[config.mk]
export PLATFORM = sky130hd
export DESIGN_NAME = sequential_borrow_subtractor_32
export DESIGN_NICKNAME = d
export VERILOG_FILES = /design/src/rtl/sequential_borrow_subtractor_32.sv
export SDC_FILE = /design/constraint.sdc
export NUM_CORES = 1
export LEC_CHECK = 0
export ABC_AREA = 1
export BUFFER_PORTS_ARGS = -buffer_cell sky130_fd_sc_hd__buf_2
export CORE_AREA = 8 8 104 106
export DETAILED_ROUTE_END_ITERATION = 8
export DIE_AREA = 0 0 112 114
export PLACE_DENSITY = 0.84
export SLEW_MARGIN = 10
export SYNTH_ARGS = -nofsm -noshare
export SYNTH_HDL_FRONTEND = slang
export SYNTH_SLANG_ARGS = --single-unit
[constraint.sdc]
create_clock -name clk -period 5.2 [get_ports clk]
set_input_delay 0.52 -clock clk [delete_from_list [all_inputs] [get_ports clk]]
set_output_delay 0.52 -clock clk [all_outputs]
set_load 0.05 [all_outputs]
[src/rtl/sequential_borrow_subtractor_32.sv]
// Multi-cycle subtractor: diff = A - B - Bin, one SLICE-bit slice per clock with a registered borrow.
// Optional signed-overflow flag V is built only when SUB_OVERFLOW_FLAG_EN is defined.
module sequential_borrow_subtractor_32 #(
  parameter int WIDTH = 32,
  parameter int SLICE = 8
) (
  input  logic             clk,
  input  logic             rst,
  input  logic             start,
  input  logic [WIDTH-1:0] A,
  input  logic [WIDTH-1:0] B,
  input  logic             Bin,
  output logic [WIDTH-1:0] diff,
  output logic             Bout,
  output logic             zero,
  output logic             V,
  output logic             busy,
  output logic             done
);

  localparam int N    = WIDTH / SLICE;
  localparam int IDXW = (N > 1) ? $clog2(N) : 1;

  typedef enum logic [1:0] {
    ST_IDLE = 2'd0,
    ST_RUN  = 2'd1,
    ST_DONE = 2'd2
  } state_t;

  state_t            state_r;
  state_t            state_s;
  logic [WIDTH-1:0]  a_r;
  logic [WIDTH-1:0]  b_r;
  logic              borrow_r;
  logic [IDXW-1:0]   idx_r;
  logic [WIDTH-1:0]  diff_r;
  logic              bout_r;
  logic              zero_r;
  logic              busy_r;
  logic              done_r;
  logic              accept_s;
  logic              last_s;
  logic              busy_s;
  logic              done_s;
  int                off_s;
  logic [SLICE:0]    slice_s;
  logic [WIDTH-1:0]  diff_next_s;

  // Slice subtract; bit SLICE of the result is the borrow out.
  function automatic logic [SLICE:0] sub_slice(input logic [SLICE-1:0] x,
                                               input logic [SLICE-1:0] y,
                                               input logic             bi);
    sub_slice = {1'b0, x} - {1'b0, y} - {{SLICE{1'b0}}, bi};
  endfunction

  assign accept_s = start && ((state_r == ST_IDLE) || (state_r == ST_DONE));
  assign last_s   = (idx_r == IDXW'(N - 1));

  // Current slice result and the diff word with that slice merged in.
  always_comb begin
    off_s       = int'(idx_r) * SLICE;
    slice_s     = sub_slice(a_r[off_s +: SLICE], b_r[off_s +: SLICE], borrow_r);
    diff_next_s = diff_r;
    diff_next_s[off_s +: SLICE] = slice_s[SLICE-1:0];
  end

  // State register.
  always_ff @(posedge clk) begin
    if (rst) begin
      state_r <= ST_IDLE;
    end else begin
      state_r <= state_s;
    end
  end

  // Next-state logic; start during RUN is ignored.
  always_comb begin
    state_s = state_r;
    case (state_r)
      ST_IDLE: begin
        if (accept_s) state_s = ST_RUN;
        else          state_s = ST_IDLE;
      end
      ST_RUN: begin
        if (last_s) state_s = ST_DONE;
        else        state_s = ST_RUN;
      end
      ST_DONE: begin
        if (accept_s) state_s = ST_RUN;
        else          state_s = ST_IDLE;
      end
      default: state_s = ST_IDLE;
    endcase
  end

  // Handshake outputs derived from the upcoming state, then registered.
  always_comb begin
    busy_s = 1'b0;
    done_s = 1'b0;
    case (state_s)
      ST_RUN:  busy_s = 1'b1;
      ST_DONE: done_s = 1'b1;
      default: begin
        busy_s = 1'b0;
        done_s = 1'b0;
      end
    endcase
  end

  // Operand capture, slice ripple and result registers.
  always_ff @(posedge clk) begin
    if (rst) begin
      a_r      <= {WIDTH{1'b0}};
      b_r      <= {WIDTH{1'b0}};
      borrow_r <= 1'b0;
      idx_r    <= {IDXW{1'b0}};
      diff_r   <= {WIDTH{1'b0}};
      bout_r   <= 1'b0;
      zero_r   <= 1'b0;
      busy_r   <= 1'b0;
      done_r   <= 1'b0;
    end else begin
      busy_r <= busy_s;
      done_r <= done_s;
      if (accept_s) begin
        a_r      <= A;
        b_r      <= B;
        borrow_r <= Bin;
        idx_r    <= {IDXW{1'b0}};
      end else if (state_r == ST_RUN) begin
        diff_r   <= diff_next_s;
        borrow_r <= slice_s[SLICE];
        if (last_s) begin
          idx_r  <= {IDXW{1'b0}};
          bout_r <= slice_s[SLICE];
          zero_r <= (diff_next_s == {WIDTH{1'b0}});
        end else begin
          idx_r  <= idx_r + IDXW'(1);
        end
      end
    end
  end

`ifdef SUB_OVERFLOW_FLAG_EN
  logic v_r;

  // Signed overflow: operand signs differ and the result sign departs from A.
  always_ff @(posedge clk) begin
    if (rst) begin
      v_r <= 1'b0;
    end else if ((state_r == ST_RUN) && last_s && !accept_s) begin
      v_r <= (a_r[WIDTH-1] != b_r[WIDTH-1]) && (diff_next_s[WIDTH-1] != a_r[WIDTH-1]);
    end else begin
      v_r <= v_r;
    end
  end

  assign V = v_r;
`else
  assign V = 1'b0;
`endif

  assign diff = diff_r;
  assign Bout = bout_r;
  assign zero = zero_r;
  assign busy = busy_r;
  assign done = done_r;

endmodule

After elaboration in Yosys (flattened, before gate mapping) --
Cells that the tools add are included.
Word-level totals: register bits 105, input port bits 68, output and inout bits 37, logic and storage cells 42
Operators by class: $add $sub $neg 4, equal/unequal tests 5, shift operators 4, muxes and demuxes 9, bitwise logic cells 1, reductions and logical operators 9
Operator list (number):
- 32-bit by 6-bit indexed part select with 8-bit output | 2
- 5-bit negation with 33-bit output | 1
- 8-bit by 33-bit variable shift with 32-bit output (first input constant) | 1
- 8-bit by 33-bit indexed part select with 32-bit output | 1
- 32-bit bitwise mux | 1
- 32-bit zero test | 1
- 8-bit by 8-bit subtractor with 9-bit output | 1
- 9-bit by 1-bit subtractor with 9-bit output | 1
- 2-bit equality test (second input constant) | 3
- 1-bit 2-to-1 mux | 5
- 2-bit by 1-bit equality test with 1-bit output (second input constant) | 2
- 2-bit 2-to-1 mux | 2
- 2-bit one-hot mux with 2 select lines | 1
- 2-bit OR reduction | 2
- 3-bit AND reduction | 1
- 2-bit by 1-bit adder with 2-bit output (second input constant) | 1
- 2-bit zero test | 1
- 2-bit AND reduction | 1
- 2-bit nonzero test | 1
- 1-bit logical AND | 1
- 1-bit logical OR | 1
- 1-bit NOT | 1

Logic depth before layout (Yosys ltp) --
depth after elaboration 7, gate-level depth with buffers 24, mapped depth without buffers 22

Worst setup path before layout --
OpenSTA, ideal clock, no wires.
kind reg-to-reg, start reg idx_r[0], end reg zero_r, in the netlist zero, library setup time 0.132 ns, data arrival time 3.101 ns, data required time 5.068 ns, setup slack 1.967 ns, cell stages (with the launch flop) 23, path buffers 3, clock period less this slack 3.233 ns, path through dfxtp_1 buf_6 buf_2 clkbuf_1 nand2_1 a32o_1 fa_1 inv_1 fa_1 nor2_1 nand3_1 nand2_1 inv_1 nand2_1 nor2_1 nand2_1 nor2_1 nand3_1 nor2_1 nand4_1 nor2_1 nand4_1 a21oi_1
Between the ends: word-level cells in the longest chain between the ends 6, elaborated cells between the ends (all ways) 11, classes of those cells 3 x add/sub; 1 x eq/ne; 4 x shift; 1 x mux; 2 x reduce/logical
Ends and longest elaborated chain:
- start: declaration | RTL line 35 | logic [IDXW-1:0] idx_r;
- start signal: assignment | RTL line 116 | idx_r <= {IDXW{1'b0}};
- start signal: assignment | RTL line 129 | idx_r <= {IDXW{1'b0}};
- start signal: assignment | RTL line 134 | idx_r <= {IDXW{1'b0}};
- 32-bit by 6-bit indexed part select with 8-bit output | RTL line 62 | slice_s = sub_slice(a_r[off_s +: SLICE], b_r[off_s +: SLICE], borrow_r);
- 8-bit by 8-bit subtractor with 9-bit output | RTL line 53 | sub_slice = {1'b0, x} - {1'b0, y} - {{SLICE{1'b0}}, bi};
- 9-bit by 1-bit subtractor with 9-bit output | RTL line 53
- 8-bit by 33-bit indexed part select with 32-bit output | RTL line 64 | diff_next_s[off_s +: SLICE] = slice_s[SLICE-1:0];
- 32-bit bitwise mux | RTL line 64
- 32-bit zero test | RTL line 136 | zero_r <= (diff_next_s == {WIDTH{1'b0}});
- end signal: assignment | RTL line 136
- end: declaration | RTL line 38 | logic zero_r;
Parallel ways exist; a longest one is shown, timed or not. A chain may end at the register's enable or synchronous reset.

Final worst setup path --
start reg idx_r[1], end reg zero_r, in the netlist zero
Same word-level chain as after synthesis.

==> flow_metrics.env <==
export IMPL_status="completed"
export IMPL_viasPerCell=5.48
export IMPL_postRouteAntennaNets=0
export IMPL_worstPathRequired_ps=5440
export IMPL_route_detailed_drc=0
export IMPL_final_cell_mix="nor2_1 (198), nand2_1 (118), o21ai_0 (106), dfxtp_1 (105), buf_2 (103)"
export IMPL_crit_type="flop to flop"
export IMPL_drt_first_pass_iters=6
export IMPL_arrival_ps=3690
export IMPL_maxCapViolCount=0
export IMPL_dpl_hpwl_um=10700
export IMPL_finalSetupViolations=0
export IMPL_numCtsBuffers=9
export IMPL_coreArea_um2=9110
export IMPL_port_buffers=103
export IMPL_min_path_type="input pin to flop"
export IMPL_pin_count=105
export IMPL_clk_pin_slew_worst_paths_ps=100
export IMPL_power_mw=2.13
export IMPL_drv_slew=0
export IMPL_start_util_pct=58.9
export IMPL_synth_nets=891
export IMPL_grt_pass1_wl_um=24300
export IMPL_via_count=5432
export IMPL_ys_seq_area_share_pct=39.2
export IMPL_max_freq_ghz=0.291
export IMPL_clockBufferDepth=2
export IMPL_fin_crit_ps=3440
export IMPL_critPathCaptureType="flop"
export IMPL_worstSkewPairLatency_ps=370
export IMPL_drt_iter0_drc=477
export IMPL_path_max_fanout=27
export IMPL_die_w_um=112
export IMPL_netlist_instances=803
export IMPL_dieArea_um2=12800
export IMPL_ctsHoldBuffers=0
export IMPL_vdd_drop_max_mv=0.191
export IMPL_routed_wl_um=14600
export IMPL_grt_max_degree=70
export IMPL_avgSynthCellArea_um2=6.68
export IMPL_antenna_found_initial=0
export IMPL_timing_hold_violations_final=0
export IMPL_area_growth_pct=12.9
export IMPL_synth_cell_area_um2=5370
export IMPL_grt_pass1_vias=5329
export IMPL_num_rows=35
export IMPL_synth_seq_cells=105
export IMPL_finClkSkew_ps=11.7
export IMPL_worstMarginPinSlew_ps=1060
export IMPL_nets=964
export IMPL_gp_congestion=1.02
export IMPL_cp_start_kind="flop"
export IMPL_relSlewSlack_pct=29.4
export IMPL_htreeDepth=3
export IMPL_rsz0062_at_grt="no"
export IMPL_cts_resized=0
export IMPL_fin_tns_setup_ps=0
export IMPL_clock_sinks=105
export IMPL_root_buffer="clkbuf_8"
export IMPL_grtUsageTotal_pct=22.8
export IMPL_diodes=0
export IMPL_overflow=0
export IMPL_drive_above_1_share_pct=16.2
export IMPL_power_density_nw_per_um2=352
export IMPL_leakagePower_nw=3.08
export IMPL_synth_cell_type_count=34
export IMPL_yosysWarnings=0
export IMPL_avgRoutedWirePerCell_um=14.7
export IMPL_die_height_um=114
export IMPL_tritoncts="done"
export IMPL_timing_final_crit_share_pct=66.2
export IMPL_cts_setup_buffers=0
export IMPL_layout_commonest_cell="nor2_1"
-- path summary, 6_finish.rpt --
path,start,to,slack [ps],cells past startpoint
setup reg to reg,idx_r[1],zero,1760,19
setup / recovery,idx_r[1],zero,1760,19
hold / removal,A[20],a_r[20],390,3
hold reg to reg,b_r[11],b_r[11],490,2
-- cell type report --
type	count	area, um2
multi-input combinational	554	2720
clock inverter	5	46.3
sequential	105	2100
inverter	99	372
timing repair buffer	107	546
clock buffer	11	141
fill	844	3050
tap	111	139
-- power breakdown --
group | switching, mW | internal (mW)
Combinational | 0.493 | 0.226
Sequential | 0.0446 | 0.873
Clock | 0.297 | 0.196
-- critical path, cell delays in order, from the launching register on --
cell     delay, ps
dfxtp_1        610
inv_2          310
a32o_1         370
fa_1           410
inv_1          100
fa_1           430
nor2_1         260
nand3_1        120
nand2_1         80
inv_1           50
nand2_1         60
nor2_1          40
nand2_1         50
nor2_1          40
nand3_1         70
nor2_1          40
nand4_1         80
nor2_1          40
nand4_1         60
a21oi_1         70
-- cells in the mapped netlist, drive strengths merged --
cell type	count	area share (%)
o211ai	14	2.0
clkbuf	33	2.3
inv	98	6.9
or2	1	0.12
dfxtp	105	39
xor2	1	0.16
a32oi	1	0.16
nor2	200	14
o21ai	108	10
o22ai	7	0.82
a21boi	2	0.42
nand3b	1	0.14
nand3	22	2.5
nor3	1	0.19
nand4	14	1.6
ha	18	4.2
buf	12	1.1
nand2	121	8.6
fa	2	0.75
conb	1	0.070
a21oi	28	2.6
a32o	7	1.3
clkinv	1	0.070
o21a	1	0.14
o21bai	2	0.28
a211oi	2	0.28
-- metal layers --
layer	wire (um)	share of wire (%)	up-vias	global-route usage [%]
met5	0	0	-	0
met4	317	2.2	0	7.73
met3	1320	9.0	41	6.60
met2	6800	47	233	37.9
met1	6150	42	2452	27.7
li1	-	-	2706	-
-- per-stage QoR --
| stage | cells | util, % | setup slack, ps | cell area [um2] | hold WS [ps] |
|---|---|---|---|---|---|
| after floorplan | 803 | - | 1970 | 5370 | 449 |
| after global placement | 976 | 64.5 | 2060 | 5870 | 466 |
| after detailed placement | 976 | 64.5 | 1850 | 5870 | 467 |
| after CTS | 992 | 66.5 | 1850 | 6060 | 390 |
| after global routing | 992 | 66.5 | 1510 | 6060 | 399 |
| final | 992 | 66.5 | 1760 | 6060 | 390 |
-- cell families after synthesis --
kind of cell             share of synthesized area (%)
AND/OR/NAND/NOR                                   27.3
AO/OA/AOI/OAI                                     18.0
buffers and inverters                             10.3
flip-flops                                        39.2
adder cells (fa/ha/maj)                           4.94
XOR/XNOR                                         0.163
other                                           0.0699
-- sequential cells by signal, summed over array words and instances (netlist names) --
signal    cells
a_r          32
b_r          32
diff         32
idx_r         2
state_r       2
Bout          1
borrow_r      1
busy          1
done          1
zero          1
Power figures use the tool's default switching activity.
